[src/rtl/rggen_rtl_pkg.sv]
// rggen_rtl_pkg: access and status encodings shared by rggen bus initiators, adapters and register blocks.
package rggen_rtl_pkg;
   typedef enum logic [1:0] {
      RGGEN_POSTED_WRITE = 2'b01,
      RGGEN_READ         = 2'b10,
      RGGEN_WRITE        = 2'b11
   } rggen_access;
   typedef enum logic [1:0] {
      RGGEN_OKAY         = 2'b00,
      RGGEN_EXOKAY       = 2'b01,
      RGGEN_SLAVE_ERROR  = 2'b10,
      RGGEN_DECODE_ERROR = 2'b11
   } rggen_status;
endpackage

[src/rtl/rggen_bus_if.sv]
// rggen_bus_if: request/response register bus between an initiator and rggen register blocks.
interface rggen_bus_if #(
   parameter int ADDRESS_WIDTH = 8,
   parameter int BUS_WIDTH     = 32
)();
   logic                          valid;
   rggen_rtl_pkg::rggen_access    access;
   logic [ADDRESS_WIDTH-1:0]      address;
   logic [BUS_WIDTH-1:0]          write_data;
   logic [BUS_WIDTH/8-1:0]        strobe;
   logic                          ready;
   rggen_rtl_pkg::rggen_status    status;
   logic [BUS_WIDTH-1:0]          read_data;
   modport master (
      output valid, access, address, write_data, strobe,
      input  ready, status, read_data
   );
   modport slave (
      input  valid, access, address, write_data, strobe,
      output ready, status, read_data
   );
endinterface

[src/rtl/rggen_bus_initiator.sv]
// rggen_bus_initiator: single-outstanding initiator turning valid/ready commands into rggen_bus_if
// transfers and returning the captured status/read data on a valid/ready response port.
module rggen_bus_initiator
   import rggen_rtl_pkg::*;
#(
   parameter int ADDRESS_WIDTH  = 8,
   parameter int BUS_WIDTH      = 32,
   parameter int TIMEOUT_CYCLES = 0
)(
   input  logic                     i_clk,
   input  logic                     i_rst_n,
   input  logic                     i_cmd_valid,
   output logic                     o_cmd_ready,
   input  rggen_access              i_cmd_access,
   input  logic [ADDRESS_WIDTH-1:0] i_cmd_address,
   input  logic [BUS_WIDTH-1:0]     i_cmd_write_data,
   input  logic [BUS_WIDTH/8-1:0]   i_cmd_strobe,
   output logic                     o_rsp_valid,
   input  logic                     i_rsp_ready,
   output rggen_status              o_rsp_status,
   output logic [BUS_WIDTH-1:0]     o_rsp_read_data,
   output logic                     o_timeout,
   rggen_bus_if.master              bus_if
);
   localparam logic [1:0] IDLE = 2'd0, REQUEST = 2'd1, RESPONSE = 2'd2;
   logic [1:0]               state;
   logic [1:0]               access;
   logic [ADDRESS_WIDTH-1:0] address;
   logic [BUS_WIDTH-1:0]     write_data;
   logic [BUS_WIDTH/8-1:0]   strobe;
   logic [1:0]               status;
   logic                     cmd_ack;
   logic                     bus_ack;
   // cmd_ready sees rsp_ready combinationally so a new command can follow a consumed response with no gap
   assign o_cmd_ready = (state == IDLE) || ((state == RESPONSE) && i_rsp_ready);
   assign cmd_ack     = i_cmd_valid && o_cmd_ready;
   assign bus_ack     = (state == REQUEST) && bus_if.ready;
   always_ff @(posedge i_clk) begin
      if (!i_rst_n) begin
         state           <= IDLE;
         access          <= '0;
         address         <= '0;
         write_data      <= '0;
         strobe          <= '0;
         status          <= '0;
         o_rsp_read_data <= '0;
      end else begin
         if (cmd_ack) begin
            state      <= REQUEST;
            access     <= i_cmd_access;
            address    <= i_cmd_address;
            write_data <= i_cmd_write_data;
            strobe     <= i_cmd_strobe;
         end else if (bus_ack) begin
            state <= RESPONSE;
         end else if ((state == RESPONSE) && i_rsp_ready) begin
            state <= IDLE;
         end
         if (bus_ack) begin
            status          <= bus_if.status;
            o_rsp_read_data <= (access == RGGEN_READ) ? bus_if.read_data : '0;
         end
      end
   end
   assign bus_if.valid      = state == REQUEST;
   assign bus_if.access     = rggen_access'(access);
   assign bus_if.address    = address;
   assign bus_if.write_data = write_data;
   assign bus_if.strobe     = strobe;
   assign o_rsp_valid       = state == RESPONSE;
   assign o_rsp_status      = rggen_status'(status);
   if (TIMEOUT_CYCLES == 0) begin : g_no_timeout
      assign o_timeout = 1'b0;
   end else begin : g_timeout
      localparam int            CW    = $clog2(TIMEOUT_CYCLES + 1);
      localparam logic [CW-1:0] LIMIT = CW'(TIMEOUT_CYCLES);
      logic [CW-1:0] count;
      always_ff @(posedge i_clk) begin
         if (!i_rst_n || cmd_ack)
            count <= '0;
         else if ((state == REQUEST) && !bus_if.ready && (count != LIMIT))
            count <= count + 1'b1;
      end
      assign o_timeout = (state == REQUEST) && (count >= LIMIT);
   end
`ifdef RGGEN_ENABLE_SVA
   ap_request_stable: assert property (@(posedge i_clk) disable iff (!i_rst_n)
      bus_if.valid && !bus_if.ready |=> bus_if.valid &&
      $stable({bus_if.access, bus_if.address, bus_if.write_data, bus_if.strobe}));
   ap_response_stable: assert property (@(posedge i_clk) disable iff (!i_rst_n)
      o_rsp_valid && !i_rsp_ready |=> o_rsp_valid && $stable({o_rsp_status, o_rsp_read_data}));
   ap_single_outstanding: assert property (@(posedge i_clk) disable iff (!i_rst_n)
      !(bus_if.valid && o_rsp_valid));
`endif
endmodule

[src/flat_wrapper.sv]
// flat-port wrapper written by rule: the top's interface ports become plain ports
module rggen_bus_initiator_flat import rggen_rtl_pkg::*;
#(
   parameter int ADDRESS_WIDTH  = 8,
   parameter int BUS_WIDTH      = 32,
   parameter int TIMEOUT_CYCLES = 0
)
  (i_clk, i_rst_n, i_cmd_valid, o_cmd_ready, i_cmd_access, i_cmd_address, i_cmd_write_data, i_cmd_strobe, o_rsp_valid, i_rsp_ready, o_rsp_status, o_rsp_read_data, o_timeout, bus_if_valid, bus_if_access, bus_if_address, bus_if_write_data, bus_if_strobe, bus_if_ready, bus_if_status, bus_if_read_data);
  rggen_bus_if #(.ADDRESS_WIDTH(ADDRESS_WIDTH), .BUS_WIDTH(BUS_WIDTH)) bus_if_i ();
  input  logic i_clk;
  input  logic i_rst_n;
  input  logic i_cmd_valid;
  output logic o_cmd_ready;
  input  rggen_access i_cmd_access;
  input  logic [ADDRESS_WIDTH-1:0] i_cmd_address;
  input  logic [BUS_WIDTH-1:0] i_cmd_write_data;
  input  logic [BUS_WIDTH/8-1:0] i_cmd_strobe;
  output logic o_rsp_valid;
  input  logic i_rsp_ready;
  output rggen_status o_rsp_status;
  output logic [BUS_WIDTH-1:0] o_rsp_read_data;
  output logic o_timeout;
  output wire logic [$bits(bus_if_i.valid)-1:0] bus_if_valid;
  output wire logic [$bits(bus_if_i.access)-1:0] bus_if_access;
  output wire logic [$bits(bus_if_i.address)-1:0] bus_if_address;
  output wire logic [$bits(bus_if_i.write_data)-1:0] bus_if_write_data;
  output wire logic [$bits(bus_if_i.strobe)-1:0] bus_if_strobe;
  input wire logic [$bits(bus_if_i.ready)-1:0] bus_if_ready;
  input wire logic [$bits(bus_if_i.status)-1:0] bus_if_status;
  input wire logic [$bits(bus_if_i.read_data)-1:0] bus_if_read_data;
  assign bus_if_valid = bus_if_i.valid;
  assign bus_if_access = bus_if_i.access;
  assign bus_if_address = bus_if_i.address;
  assign bus_if_write_data = bus_if_i.write_data;
  assign bus_if_strobe = bus_if_i.strobe;
  assign bus_if_i.ready = bus_if_ready;
  assign bus_if_i.status = bus_if_status;
  assign bus_if_i.read_data = bus_if_read_data;
  rggen_bus_initiator #(.ADDRESS_WIDTH(ADDRESS_WIDTH), .BUS_WIDTH(BUS_WIDTH), .TIMEOUT_CYCLES(TIMEOUT_CYCLES)) u_core (.i_clk(i_clk), .i_rst_n(i_rst_n), .i_cmd_valid(i_cmd_valid), .o_cmd_ready(o_cmd_ready), .i_cmd_access(i_cmd_access), .i_cmd_address(i_cmd_address), .i_cmd_write_data(i_cmd_write_data), .i_cmd_strobe(i_cmd_strobe), .o_rsp_valid(o_rsp_valid), .i_rsp_ready(i_rsp_ready), .o_rsp_status(o_rsp_status), .o_rsp_read_data(o_rsp_read_data), .o_timeout(o_timeout), .bus_if(bus_if_i));
endmodule
[config.mk]
export PLATFORM = sky130hd
export DESIGN_NAME = rggen_bus_initiator_flat
export DESIGN_NICKNAME = d
export VERILOG_FILES = /design/src/rtl/rggen_rtl_pkg.sv /design/src/rtl/rggen_bus_if.sv /design/src/rtl/rggen_bus_initiator.sv /design/src/flat_wrapper.sv
export SDC_FILE = /design/constraint.sdc
export NUM_CORES = 1
export LEC_CHECK = 0
export ABC_AREA = 1
export ABC_CLOCK_PERIOD_IN_PS = 1390
export BUFFER_PORTS_ARGS = -buffer_cell sky130_fd_sc_hd__buf_2
export CAP_MARGIN = 20
export CORE_MARGIN = 2
export CORE_UTILIZATION = 48
export CTS_CLUSTER_SIZE = 25
export DETAILED_ROUTE_END_ITERATION = 8
export GPL_TIMING_DRIVEN = 0
export HOLD_SLACK_MARGIN = 0.08
export PLACE_DENSITY = 0.91
export SLEW_MARGIN = 20
export SYNTH_ARGS = -nofsm -noshare
export SYNTH_HDL_FRONTEND = slang
export SYNTH_SLANG_ARGS = --single-unit
[constraint.sdc]
create_clock -name i_clk -period 1.39 [get_ports i_clk]
set_input_delay 0.139 -clock i_clk [delete_from_list [all_inputs] [get_ports i_clk]]
set_output_delay 0.139 -clock i_clk [all_outputs]
set_load 0.02 [all_outputs]
==> results_dict.tcl, run 1 <==
set metrics [dict create \
    cts.path.max_buffers 2 \
    worstSetupPathType "reg -> out" \
    p_int_w 0.00376 \
    synth_area_leaders "dfxtp_1 (40%), nand2_1 (21%), inv_1 (16%), nand4_1 (7.1%), nor2_1 (6.9%)" \
    grtUsageTotal 0.209 \
    ys.flop_type "dfxtp_1" \
    syn_to_final_growth_pct 29.2 \
    synth_cell_types 19 \
    crit_path_start_kind "flop" \
    num_io_pins 169 \
    grt-ovfl-total 0 \
    yosys.area.top_type "dfxtp_1" \
    rsz0062_at_grt "no" \
    postCtsSetupRepairBufs 0 \
    yosysMostFrequentCell "nand2_1" \
    p_leak_nw 3.25 \
    std_cell_rows 33 \
    path_clk_slew_ns 0.10 \
    vias 4179 \
    max_cap_violations 0 \
    clk_latency_ns 0.35 \
    cts-root-buf "clkbuf_8" \
    wl_per_cell_um 10.5 \
    worstPathArrival_ns 1.12 \
    p_sw_w 0.00194 \
    core_um2 8220 \
    die_area_um2 9250 \
    portBuffers 167 \
    htreeDepth 3 \
    hp-class "in -> reg" \
    fin_crit_sh 0.909 \
    clkPwrFrac 0.288 \
    crit_family "flip-flops" \
    irDropWorstVdd_mv 0.631 \
    clkSinkCount 82 \
    layout.cells.non_filler 948 \
    yosys.area.top_type_share 0.402 \
    grt_antenna_before_repair 0 \
    yosysSeqAreaShare 0.402 \
    fillers 794 \
    drive_above_1_share 0.269 \
    setup_viol 0 \
    nets 923 \
    synth_seq_cells 82 \
    cts_tree "built" \
    viasPerCell 4.41 \
    n_antenna_cell 0 \
    grt_pass1_vias 3551 \
    synth_area_um2 4080 \
    cts_made_buffers 9 \
    initial_utilization 0.497 \
    power_density_nw_per_um2 1080 \
    drc 0 \
    synth.avg_cell_area_um2 6.21 \
    syn-num-nets 742 \
    dp_hpwl_um 7420 \
    yosys-top-cells-count "nand2_1 (225), inv_1 (173), dfxtp_1 (82), nor2_1 (75), nand4_1 (46)" \
    fmax_ghz 0.791 \
    drtAntennaViolNets 0 \
    endpoint_kind "output pin" \
    die_h_um 96.2 \
    synthArstFlopShare 0 \
    hold_viol_final 0 \
    tns_ns 0 \
    cp_num_buf_inv 1 \
    cp_slowest_cell "dfxtp_1" \
    cp_cell_sequence "a21oi_1 -> buf_2" \
    skew_ns 0.0121 \
    grt_pass1_wl_um 15300 \
    dp.cells 929 \
    swShare 0.341 \
    status "completed" \
    critPathMaxStageDelay_ns 0.39 \
    die_w_um 96.2 \
    synth_edf_count 0 \
    place_congestion 0.848 \
    critPathRequiredTime_ns 1.25 \
    drt-initial-drc-count 115 \
    grt_max_degree 17 \
    netlist_instances 657 \
    finalWirelength_um 9950 \
    first_pass_iters 5 \
    slew_viol_final 0 \
    combPwrFrac 0.250 \
    ys_warn_count 0 \
    cp_max_fo 6 \
    pwr-share-seq 0.462 \
    period_needed_ns 1.26 \
]
## final timing paths
path	slack, ns	end	depth (start not counted)	startpoint
hold / removal	0.09	u_core.o_rsp_read_data[4]	5	bus_if_read_data[4]
setup / recovery	0.13	o_cmd_ready	2	u_core.state[0]
setup reg to reg	0.13	u_core.o_rsp_read_data[12]	6	u_core.state[0]
hold reg to reg	0.47	u_core.o_rsp_status[1]	2	u_core.o_rsp_status[1]
## area by class of cell
type,count,area [um2],area share
Sequential cell,82,1640,0.311
Multi-Input combinational cell,361,1520,0.288
Timing Repair Buffer,170,866,0.164
Inverter,176,663,0.126
Buffer,38,263,0.0498
Tap cell,105,131,0.0249
Clock buffer,9,124,0.0235
Clock inverter,7,65.1,0.0123
## flip-flops by register name, summed over array words and instances (netlist names)
register	count
u_core.bus_if.strobe	4
u_core.bus_if.write_data	32
u_core.bus_if.access	2
u_core.o_rsp_status	2
u_core.o_rsp_read_data	32
u_core.bus_if.address	8
u_core.state	2
## worst min-delay path, stage by stage
cell and delay [ns]:
buf_2 0.09, nand2_1 0.05, nand2_1 0.05, nand2_1 0.05, nor2_1 0.03
## power groups by stage
stage          clock network [W]  logic (W)  registers (W)
3_5_place_dp                   0    0.00142        0.00269
2_1_floorplan                  0   0.000728        0.00292
5_1_grt                  0.00176    0.00160        0.00266
4_1_cts                  0.00167    0.00143        0.00263
6_report                 0.00164    0.00143        0.00263
3_3_place_gp                   0    0.00139        0.00268
## repair_timing
action,CTS,global route
hold buffers,3,0
setup endpoints to repair,0,7
gates resized for setup,0,1
endpoints found under the hold margin,3,0
## through the flow
step	power (W)	setup WS [ns]	hold WS [ns]	instance area (um2)	util
CTS	0.00574	0.106	0.0802	5270	0.641
global placement	0.00407	0.117	0.377	5050	0.614
global route	0.00602	0.00521	0.0914	5270	0.642
finish	0.00570	0.126	0.0851	5270	0.642
detailed placement	0.00410	0.123	0.394	5050	0.614
floorplan	0.00364	0.278	0.282	4080	-
## kinds of logic after synthesis
kind of cell           Yosys count  share of synthesized area
buffers and inverters          214                      0.227
flip-flops                      82                      0.402
other                            1                   0.000919
AND/OR/NAND/NOR                354                      0.362
AO/OA/AOI/OAI                    6                    0.00736
## cells in the final DEF (no fill, tap or decap)
master,netlist,layout
nand2_1,225,225
buf_8,1,1
nor2_4,0,1
a21oi_1,5,5
inv_4,1,1
clkinv_8,0,1
clkbuf_1,4,4
buf_6,10,10
clkinv_4,0,2
nor2_2,6,5
inv_1,173,173
dfxtp_1,82,82
clkbuf_8,0,9
inv_2,1,1
clkinvlp_4,0,3
buf_4,2,2
clkinv_1,1,1
nand4_1,46,46
nor2_1,75,75
nand3_4,1,1
o21ai_0,1,1
conb_1,1,1
buf_2,21,188
nand3_2,1,1
dlygate4sd3_1,0,3
inv_6,0,1
## routing by layer
| layer | vias up | GRT usage | wire length [um] |
|---|---|---|---|
| met5 | - | 0 | 0 |
| met4 | 0 | 0.0810 | 242 |
| met3 | 18 | 0.0454 | 654 |
| met2 | 124 | 0.363 | 4760 |
| met1 | 1805 | 0.249 | 4290 |
| li1 | 2232 | - | - |
Power figures use the tool's default switching activity.
==> run 2, diff against run 1 <==
--- a/config.mk
+++ b/config.mk
@@ -15,7 +15,7 @@
 export DETAILED_ROUTE_END_ITERATION = 8
 export GPL_TIMING_DRIVEN = 0
 export HOLD_SLACK_MARGIN = 0.08
-export PLACE_DENSITY = 0.91
+export PLACE_DENSITY_LB_ADDON = 0.05
 export SLEW_MARGIN = 20
 export SYNTH_ARGS = -nofsm -noshare
 export SYNTH_HDL_FRONTEND = slang
==> results_dict.tcl, run 2 (same netlist as run 1, synthesis figures left out) <==
set metrics [dict create \
    status "completed" \
    tns_ns 0 \
    grt-ovfl-total 0 \
    grt_pass1_vias 3869 \
    power_density_nw_per_um2 1170 \
    cts-root-buf "clkbuf_8" \
    num_io_pins 169 \
    clkSinkCount 82 \
    first_pass_iters 7 \
    hold_viol_final 0 \
    dp_hpwl_um 7480 \
    drc 0 \
    htreeDepth 3 \
    die_area_um2 9250 \
    cts_made_buffers 9 \
    hp-class "in -> reg" \
    die_h_um 96.2 \
    fin_crit_sh 0.887 \
    layout_commonest_cell "nand2_1" \
    p_leak_nw 3.30 \
    cts.path.max_buffers 2 \
    worstPathArrival_ns 1.46 \
    cp_max_fo 10 \
    skew_ns 0.00933 \
    top_regs "u_core.bus_if.write_data (32), u_core.o_rsp_read_data (32), u_core.bus_if.address (8)" \
    viasPerCell 4.36 \
    fmax_ghz 0.811 \
    cts_tree "built" \
    irDropWorstVdd_mv 0.571 \
    critPathRequiredTime_ns 1.62 \
    drive_above_1_share 0.269 \
    slew_viol_final 0 \
    drtAntennaViolNets 0 \
    core_um2 8220 \
    clk_latency_ns 0.35 \
    grt_pass1_wl_um 16000 \
    portBuffers 167 \
    drt-initial-drc-count 113 \
    period_needed_ns 1.23 \
    endpoint_kind "flop" \
    grt_antenna_before_repair 0 \
    wl_per_cell_um 10.6 \
    std_cell_rows 33 \
    max_cap_violations 0 \
    die_w_um 96.2 \
    crit_path_start_kind "flop" \
    initial_utilization 0.497 \
    n_antenna_cell 0 \
    rsz0062_at_grt "no" \
    worstSetupPathType "reg -> reg" \
    grt_max_degree 14 \
    finalWirelength_um 10100 \
    mostFrequentLayoutCells "nand2_1 (225), buf_2 (188), inv_1 (173), dfxtp_1 (81), nor2_1 (75)" \
    place_congestion 0.778 \
    grtUsageTotal 0.220 \
    worst_hold_slack_ns 0.0929 \
    setup_viol 0 \
    syn_to_final_growth_pct 31.2 \
    path_clk_slew_ns 0.09 \
    nets 925 \
    vias 4134 \
]
## run 2: cell types whose count changed in the layout (fill, tap and decap cells not counted), sizes merged
cell	before	now
bufinv	0	4
clkinv	4	3
clkinvlp	3	0
dlygate4sd3	3	5
inv	176	175
## run 2: where the power goes
part	leakage [nW]	internal (W)	total, W	switching, W
combinational	2.50	0.000546	0.00143	0.000880
clock	0.129	0.00136	0.00221	0.000849
sequential	0.676	0.00254	0.00264	0.0000963
## run 2: worst max-delay path: stages (launching register included)
cell	delay, ns
dfxtp_1	0.34
inv_1	0.13
nand3_4	0.16
inv_4	0.13
buf_4	0.18
nand2_1	0.07
nand2_1	0.06
nor2_1	0.04
## run 2: final timing paths
kind	start	endpoint	slack, ns	depth (start not counted)
max	u_core.state[1]	u_core.o_rsp_read_data[16]	0.16	7
min reg2reg	u_core.o_rsp_status[1]	u_core.o_rsp_status[1]	0.48	2
min	bus_if_read_data[31]	u_core.o_rsp_read_data[31]	0.09	5
max reg2reg	u_core.state[1]	u_core.o_rsp_read_data[16]	0.16	7
## run 2: cell type report
class | count | area [um2]
Clock buffer | 9 | 124
Tap cell | 105 | 131
Buffer | 38 | 263
Timing Repair Buffer | 172 | 886
Fill cell | 804 | 2860
Clock inverter | 6 | 130
Multi-Input combinational cell | 361 | 1510
Sequential cell | 82 | 1640
Inverter | 176 | 663
## run 2: what timing repair did
action,CTS,global route
hold buffers,5,0
endpoints found under the setup margin,0,2
gates resized for setup,0,1
endpoints found under the hold margin,5,0
buffers inserted,0,0
## run 2: layer usage
metal,wire [um],vias up,global-route usage
met5,0,-,0
met4,197,0,0.0881
met3,750,15,0.0548
met2,4890,119,0.391
met1,4240,1769,0.250
li1,-,2231,-
## run 2: per-stage QoR
stage	util	total power (W)	area (um2)	setup WS, ns	instances
floorplan	-	0.00364	4080	0.278	657
global placement	0.614	0.00408	5050	0.141	929
detailed placement	0.614	0.00411	5050	0.110	929
CTS	0.651	0.00633	5350	0.103	949
global route	0.651	0.00661	5350	0.0265	949
finish	0.651	0.00627	5350	0.157	949
